`src/rtl/if_stage.sv`:
```
`default_nettype none
// ============================================================================
// Module      : if_stage
// Description : Instruction-fetch stage. Owns the PC, drives a single-
//               outstanding req/ack instruction-memory port and the IF/ID
//               pipeline register. Handles hazard stalls and redirects.
// Revision    : 1.0 - initial release
// ============================================================================
module if_stage #(
    parameter logic [31:0] RESET_PC  = 32'h0000_0000,
    parameter logic [31:0] NOP_INSTR = 32'h0000_0013
) (
    input  logic        clk,
    input  logic        reset,
    input  logic        stall,
    input  logic        redirect,
    input  logic [31:0] redirect_pc,
    output logic        imem_req,
    output logic [31:0] imem_addr,
    input  logic        imem_ack,
    input  logic [31:0] imem_rdata,
    output logic        id_valid,
    output logic [31:0] id_instruction,
    output logic [31:0] id_pc,
    output logic [31:0] id_pc_plus4
);

    // BOOT: idle cycle after reset; REQ: live fetch at pc;
    // HOLD: fetched word parked while decode is stalled;
    // DROP: cancelled request kept alive until its ack returns.
    typedef enum logic [1:0] {
        S_BOOT = 2'd0,
        S_REQ  = 2'd1,
        S_HOLD = 2'd2,
        S_DROP = 2'd3
    } state_t;

    state_t      r_state;
    logic [31:0] r_pc;
    logic [31:0] r_drop_addr;
    logic [31:0] r_hold_instr;
    logic [31:0] r_hold_pc;
    logic        r_id_valid;
    logic [31:0] r_id_instr;
    logic [31:0] r_id_pc;
    logic [31:0] r_id_pc_plus4;

    state_t      w_state_nxt;
    logic [31:0] w_pc_nxt;
    logic [31:0] w_drop_addr_nxt;
    logic [31:0] w_hold_instr_nxt;
    logic [31:0] w_hold_pc_nxt;
    logic        w_id_valid_nxt;
    logic [31:0] w_id_instr_nxt;
    logic [31:0] w_id_pc_nxt;
    logic [31:0] w_id_pc_plus4_nxt;

    logic [31:0] w_target;
    logic [31:0] w_pc_plus4;
    logic [31:0] w_hold_pc_plus4;
    logic        w_ack;

    // Only REQ and DROP present a request; DROP replays the cancelled address
    assign imem_req  = (r_state == S_REQ) || (r_state == S_DROP);
    assign imem_addr = (r_state == S_DROP) ? r_drop_addr : r_pc;

    assign w_target        = {redirect_pc[31:2], 2'b00};
    assign w_pc_plus4      = r_pc + 32'd4;
    assign w_hold_pc_plus4 = r_hold_pc + 32'd4;
    assign w_ack           = imem_ack && imem_req;

    assign id_valid       = r_id_valid;
    assign id_instruction = r_id_instr;
    assign id_pc          = r_id_pc;
    assign id_pc_plus4    = r_id_pc_plus4;

    // Next-state and next-register values; redirect outranks ack and stall
    always_comb begin
        w_state_nxt       = r_state;
        w_pc_nxt          = r_pc;
        w_drop_addr_nxt   = r_drop_addr;
        w_hold_instr_nxt  = r_hold_instr;
        w_hold_pc_nxt     = r_hold_pc;
        w_id_valid_nxt    = r_id_valid;
        w_id_instr_nxt    = r_id_instr;
        w_id_pc_nxt       = r_id_pc;
        w_id_pc_plus4_nxt = r_id_pc_plus4;

        if (redirect) begin
            // Squash whatever is in IF/ID and the parked word
            w_pc_nxt         = w_target;
            w_id_valid_nxt   = 1'b0;
            w_id_instr_nxt   = NOP_INSTR;
            w_hold_instr_nxt = NOP_INSTR;
            w_hold_pc_nxt    = 32'd0;
            case (r_state)
                S_REQ: begin
                    if (w_ack) begin
                        w_state_nxt = S_REQ;
                    end else begin
                        w_drop_addr_nxt = r_pc;
                        w_state_nxt     = S_DROP;
                    end
                end
                S_DROP:  w_state_nxt = S_DROP;
                default: w_state_nxt = S_REQ;
            endcase
        end else begin
            case (r_state)
                S_BOOT: begin
                    w_state_nxt = S_REQ;
                end
                S_REQ: begin
                    if (w_ack) begin
                        w_pc_nxt = w_pc_plus4;
                        if (!stall) begin
                            w_id_valid_nxt    = 1'b1;
                            w_id_instr_nxt    = imem_rdata;
                            w_id_pc_nxt       = r_pc;
                            w_id_pc_plus4_nxt = w_pc_plus4;
                        end else begin
                            w_hold_instr_nxt = imem_rdata;
                            w_hold_pc_nxt    = r_pc;
                            w_state_nxt      = S_HOLD;
                        end
                    end else if (!stall) begin
                        w_id_valid_nxt = 1'b0;
                        w_id_instr_nxt = NOP_INSTR;
                    end
                end
                S_HOLD: begin
                    if (!stall) begin
                        w_id_valid_nxt    = 1'b1;
                        w_id_instr_nxt    = r_hold_instr;
                        w_id_pc_nxt       = r_hold_pc;
                        w_id_pc_plus4_nxt = w_hold_pc_plus4;
                        w_state_nxt       = S_REQ;
                    end
                end
                default: begin
                    // S_DROP: returning data belongs to the squashed path
                    if (w_ack) begin
                        w_state_nxt = S_REQ;
                    end
                    if (!stall) begin
                        w_id_valid_nxt = 1'b0;
                        w_id_instr_nxt = NOP_INSTR;
                    end
                end
            endcase
        end
    end

    // State and datapath registers; reset abandons any outstanding request
    always_ff @(posedge clk) begin
        if (reset) begin
            r_state       <= S_BOOT;
            r_pc          <= RESET_PC;
            r_drop_addr   <= RESET_PC;
            r_hold_instr  <= NOP_INSTR;
            r_hold_pc     <= 32'd0;
            r_id_valid    <= 1'b0;
            r_id_instr    <= NOP_INSTR;
            r_id_pc       <= 32'd0;
            r_id_pc_plus4 <= 32'd4;
        end else begin
            r_state       <= w_state_nxt;
            r_pc          <= w_pc_nxt;
            r_drop_addr   <= w_drop_addr_nxt;
            r_hold_instr  <= w_hold_instr_nxt;
            r_hold_pc     <= w_hold_pc_nxt;
            r_id_valid    <= w_id_valid_nxt;
            r_id_instr    <= w_id_instr_nxt;
            r_id_pc       <= w_id_pc_nxt;
            r_id_pc_plus4 <= w_id_pc_plus4_nxt;
        end
    end

endmodule
`default_nettype wire

```
`config.mk`:
```
export PLATFORM = sky130hd
export DESIGN_NAME = if_stage
export DESIGN_NICKNAME = d
export VERILOG_FILES = /design/src/rtl/if_stage.sv
export SDC_FILE = /design/constraint.sdc
export NUM_CORES = 1
export LEC_CHECK = 0
export CAP_MARGIN = 20
export CORE_ASPECT_RATIO = 1.2
export CORE_UTILIZATION = 30
export DETAILED_ROUTE_END_ITERATION = 8
export GPL_ROUTABILITY_DRIVEN = 0
export GPL_TIMING_DRIVEN = 0
export PLACE_DENSITY_LB_ADDON = 0.25
export SKIP_CTS_REPAIR_TIMING = 1
export SLEW_MARGIN = 20
export SYNTH_ARGS = -nofsm -noshare
export SYNTH_HDL_FRONTEND = slang
export SYNTH_SLANG_ARGS = --single-unit
```
`constraint.sdc`:
```
create_clock -name clk -period 6.05 [get_ports clk]
set_clock_uncertainty 0.15 [all_clocks]
set_input_delay 0.9075 -clock clk [delete_from_list [all_inputs] [get_ports clk]]
set_output_delay 0.9075 -clock clk [all_outputs]
set_load 0.01 [all_outputs]
```
# == Word-level counts from Yosys, hierarchy flattened ==
# Index checks and enable logic that the tools add are counted.
# op_classes
mux,29
n_addsub,2
eq_ne,10
n_bitwise,3
reduce_logical,15
# op_table
cell,count
32-bit two-way mux,14
32-bit case mux with 2 select lines,2
32-bit case mux with 3 select lines,1
32-bit by 3-bit adder with 32-bit output (second input constant),2
2-bit two-way mux,6
3-bit inequality test (second input constant),4
3-bit AND reduction,3
2-bit inequality test (second input constant),3
2-bit case mux with 3 select lines,1
2-bit nonzero test,3
5-bit AND reduction,1
2-bit == test (second input constant),2
2-bit case mux with 2 select lines,1
2-bit AND reduction,2
4-bit AND reduction,1
4-bit nonzero test,1
1-bit two-way mux,3
1-bit inverter,3
1-bit case mux with 3 select lines,1
2-bit by 1-bit == test with 1-bit output (second input constant),1
2-bit zero test,1
2-bit OR reduction,1
1-bit logical AND,1
1-bit logical OR,1
# word_totals
out_inout_bits,130
elab_cells,69
in_bits,69
regBits,227

# == Logic depth before layout (Yosys ltp) ==
# logic_depth
ltp_word,6
depth_mapped,9
ltp_nobuf,7

# == Worst setup path after synthesis ==
# No wires, ideal clock.
# synth_path
kind,register to output
startpoint,reg r_state[1]
endpoint,out imem_addr[10]
arrival_time_ns,1.480
path_stages_with_launch,5
n_path_buf,2
required_time_ns,4.992
slack_ns,3.513
path_cell_list,dfxtp_1 ha_1 clkbuf_1 buf_1 mux2_2
# synth_via
elab_chain_cells,2
# synth_lines
element,line,text
start: declaration,38,state_t r_state;
start signal: assignment,167,r_state <= w_state_nxt;
2-bit == test,65,assign imem_addr = (r_state == S_DROP) ? r_drop_addr : r_pc;
32-bit two-way mux,65,
end: declaration,19,"output logic [31:0] imem_addr,"
# Every way passes these cells.

# == Worst setup path after layout ==
# layout_path
startpoint,reg r_state[1]
endpoint,out imem_addr[18]
# The elaborated chain is that of the path after synthesis.

==> flow_summary_export.csv <==
group,metric,value,unit
run_status,status,"finished, final reports clean",
timing,worst_pin_slew,1.07,ns
yosys,synth_cells,1287,
clocking,cts_buffers,25,
clocking,htreeDepth,1,
timing,min_period,4.01,ns
yosys,ys_ff_latch,217,
cells_and_area,nNetsFinal,1583,
timing,finalSetupViolCount,0,
critical_path,arrival,2.95,ns
yosys,netlist_area,10600,µm²
cells_and_area,fin_cells,1986,
place,dp_cells,1943,
clocking,cts-root-buf,"clkbuf_16",
drt,drt-total-wl,38300,µm
grt,antenna_found_initial,1,
floorplanning,die_y,208,µm
floorplanning,die-area,36200,µm²
place,io_buffers,189,
yosys,yosysSeqAreaShare,0.409,
floorplanning,initial_core_util,0.304,
worst_hold_path,hold_class,"reg -> reg",
critical_path,critPathCaptureType,"output pin",
floorplanning,rows,75,
power_and_ir_drop,power.density,259,nW/µm²
yosys,synth_edf_count,0,
drt,route.vias.total,10200,
cells_and_area,num-fill-cells,3579,
drt,antenna_left,0,
drt,dr.first_iter.drc_count,608,
timing,fin_crit_sh,0.662,
grt,grt_pass1_vias,9952,
drt,drc,0,
power_and_ir_drop,p_leak,4.65,nW
timing,rsz0062_at_grt,"false",
yosys,synth_cell_type_count,66,
clocking,clkTransAtPathRegs,0.06,ns
timing,tns,0,ns
place,dp_hpwl,28600,µm
drt,vias_per_cell,5.11,
clocking,cts_tree,"built",
cells_and_area,syn_to_final_growth,30.6,%
grt,grt_first_pass_wirelength,58300,µm
critical_path,worstPathMaxFanout,10,
yosys,yosysWarnings,0,
floorplanning,chipWidth,174,µm
critical_path,start_kind,"flop",
timing,fmax,250,MHz
drt,avgRoutedWirePerCell,19.3,µm
timing,max_slew_margin,0.285,
clocking,cts_num_sinks,217,
grt,grt_remaining_overflow,0,
clocking,clk_latency,0.53,ns
job,drv_cap,0,
grt,grt_max_degree,13,
yosys,synthArstFlopShare,0,
clocking,cts_max_path_buffers,3,
yosys,synth_flop_cell,"dfxtp_1",
critical_path,critical_path_class,"reg -> out",
floorplanning,ioPinCount,199,
drt,drt_pass1_iterations,5,
floorplanning,coreArea,34900,µm²
timing,whs,0.302,ns
grt,grt_use_total,0.206,
power_and_ir_drop,peakVddDrop,0.000158,V
cells_and_area,drive_above_1_share,0.0814,
yosys,syn_area_per_cell,8.26,µm²
critical_path,crit_required,4.99,ns
timing,drv_slew,0,
timing,hold_viol,0,
==> worst paths after layout <==
check                              startpoint                           end  slack [ns]  cells past startpoint
hold reg to reg   r_drop_addr[8]$_SDFFE_PP0P_   r_drop_addr[8]$_SDFFE_PP0P_        0.30                      2
setup / recovery      r_state[1]$_SDFFE_PP0P_                 imem_addr[18]        2.04                      5
setup reg to reg      r_state[1]$_SDFFE_PP0P_  id_pc_plus4[26]$_SDFFE_PP0P_        3.06                      8
hold / removal    r_drop_addr[8]$_SDFFE_PP0P_   r_drop_addr[8]$_SDFFE_PP0P_        0.30                      2
==> cells by family after synthesis <==
kind of cell,count (synthesis),synth area share
flops,217,0.409
xor+xnor,68,0.0560
fa+ha+maj,6,0.00706
compound gates,296,0.187
simple gates,495,0.217
buf+inv,139,0.0591
mux,65,0.0644
other cells,1,0.000353
==> layout make-up <==
type | count | area, µm² | area share
clock inverter | 3 | 43.8 | 0.00316
tap | 462 | 578 | 0.0416
inverter | 10 | 37.5 | 0.00270
clock buffer | 39 | 718 | 0.0517
antenna | 1 | 2.50 | 0.000180
buffer | 129 | 591 | 0.0425
timing repair buffer | 189 | 1890 | 0.136
multi-input combinational | 936 | 5670 | 0.409
sequential | 217 | 4340 | 0.313
==> state kept, by name, summed over array words and instances (netlist names) <==
signal and flops:
id_instruction 32, id_pc_plus4 30, r_drop_addr 30, r_state 2, r_hold_instr 32, r_pc 30
id_valid 1, id_pc 30, r_hold_pc 30
==> placed cells by master (no fill, tap or decap), types with 7 or more instances in the layout <==
master	n
inv_1	7
buf_4	13
o211ai_1	7
buf_2	28
xor2_1	41
nand3_1	27
buf_1	9
mux2i_1	38
a211oi_1	47
clkbuf_16	25
xnor2_1	27
nor3_1	18
nand2_1	255
dfxtp_1	217
nand4_1	23
a22o_1	32
clkbuf_1	86
mux2_2	27
a22oi_1	29
nor4_1	13
clkdlybuf4s50_1	189
and4_1	9
nor2_1	105
o21ai_0	20
a21oi_1	112
o221ai_1	9
==> metrics by stage <==
stage	power (mW)	setup slack [ns]	utilization	instance area [µm²]
after floorplan	1.88	3.51	-	10600
after global placement	2.16	2.21	0.376	13100
after detailed placement	2.17	2.24	0.376	13100
after CTS	3.63	2.04	0.398	13900
after global routing	3.74	1.88	0.398	13900
final	3.60	2.04	0.398	13900
==> report_power, final <==
group | leakage (nW) | internal, mW | switching [mW]
clock network | 0.371 | 0.850 | 0.611
logic | 2.52 | 0.255 | 0.362
registers | 1.76 | 1.49 | 0.0334
==> cells in the mapped netlist, types with 18 or more instances <==
| library cell | count | area share |
|---|---|---|
| a211oi_1 | 47 | 0.033 |
| a21oi_1 | 112 | 0.053 |
| a22o_1 | 32 | 0.026 |
| a22oi_1 | 29 | 0.020 |
| buf_2 | 28 | 0.013 |
| clkbuf_1 | 76 | 0.027 |
| dfxtp_1 | 217 | 0.41 |
| mux2_2 | 27 | 0.029 |
| mux2i_1 | 38 | 0.036 |
| nand2_1 | 255 | 0.090 |
| nand3_1 | 27 | 0.013 |
| nand4_1 | 23 | 0.014 |
| nor2_1 | 105 | 0.037 |
| nor3_1 | 18 | 0.0085 |
| o21ai_0 | 20 | 0.0094 |
| xnor2_1 | 27 | 0.022 |
| xor2_1 | 41 | 0.034 |
==> critical path, stage by stage, from the launching register on <==
cell,delay (ns)
dfxtp_1,0.40
ha_1,0.17
clkbuf_1,0.35
buf_1,0.55
mux2_2,0.41
clkdlybuf4s50_1,0.54
==> routing by layer <==
metal / up-vias / GRT usage / routed length [µm]
met5: - / 0 / 13
met4: 2 / 0.104 / 1720
met3: 86 / 0.0470 / 2720
met2: 372 / 0.344 / 18000
met1: 4747 / 0.248 / 15800
li1: 4947 / - / -
Note: power is estimated with default switching activity, not from simulation.
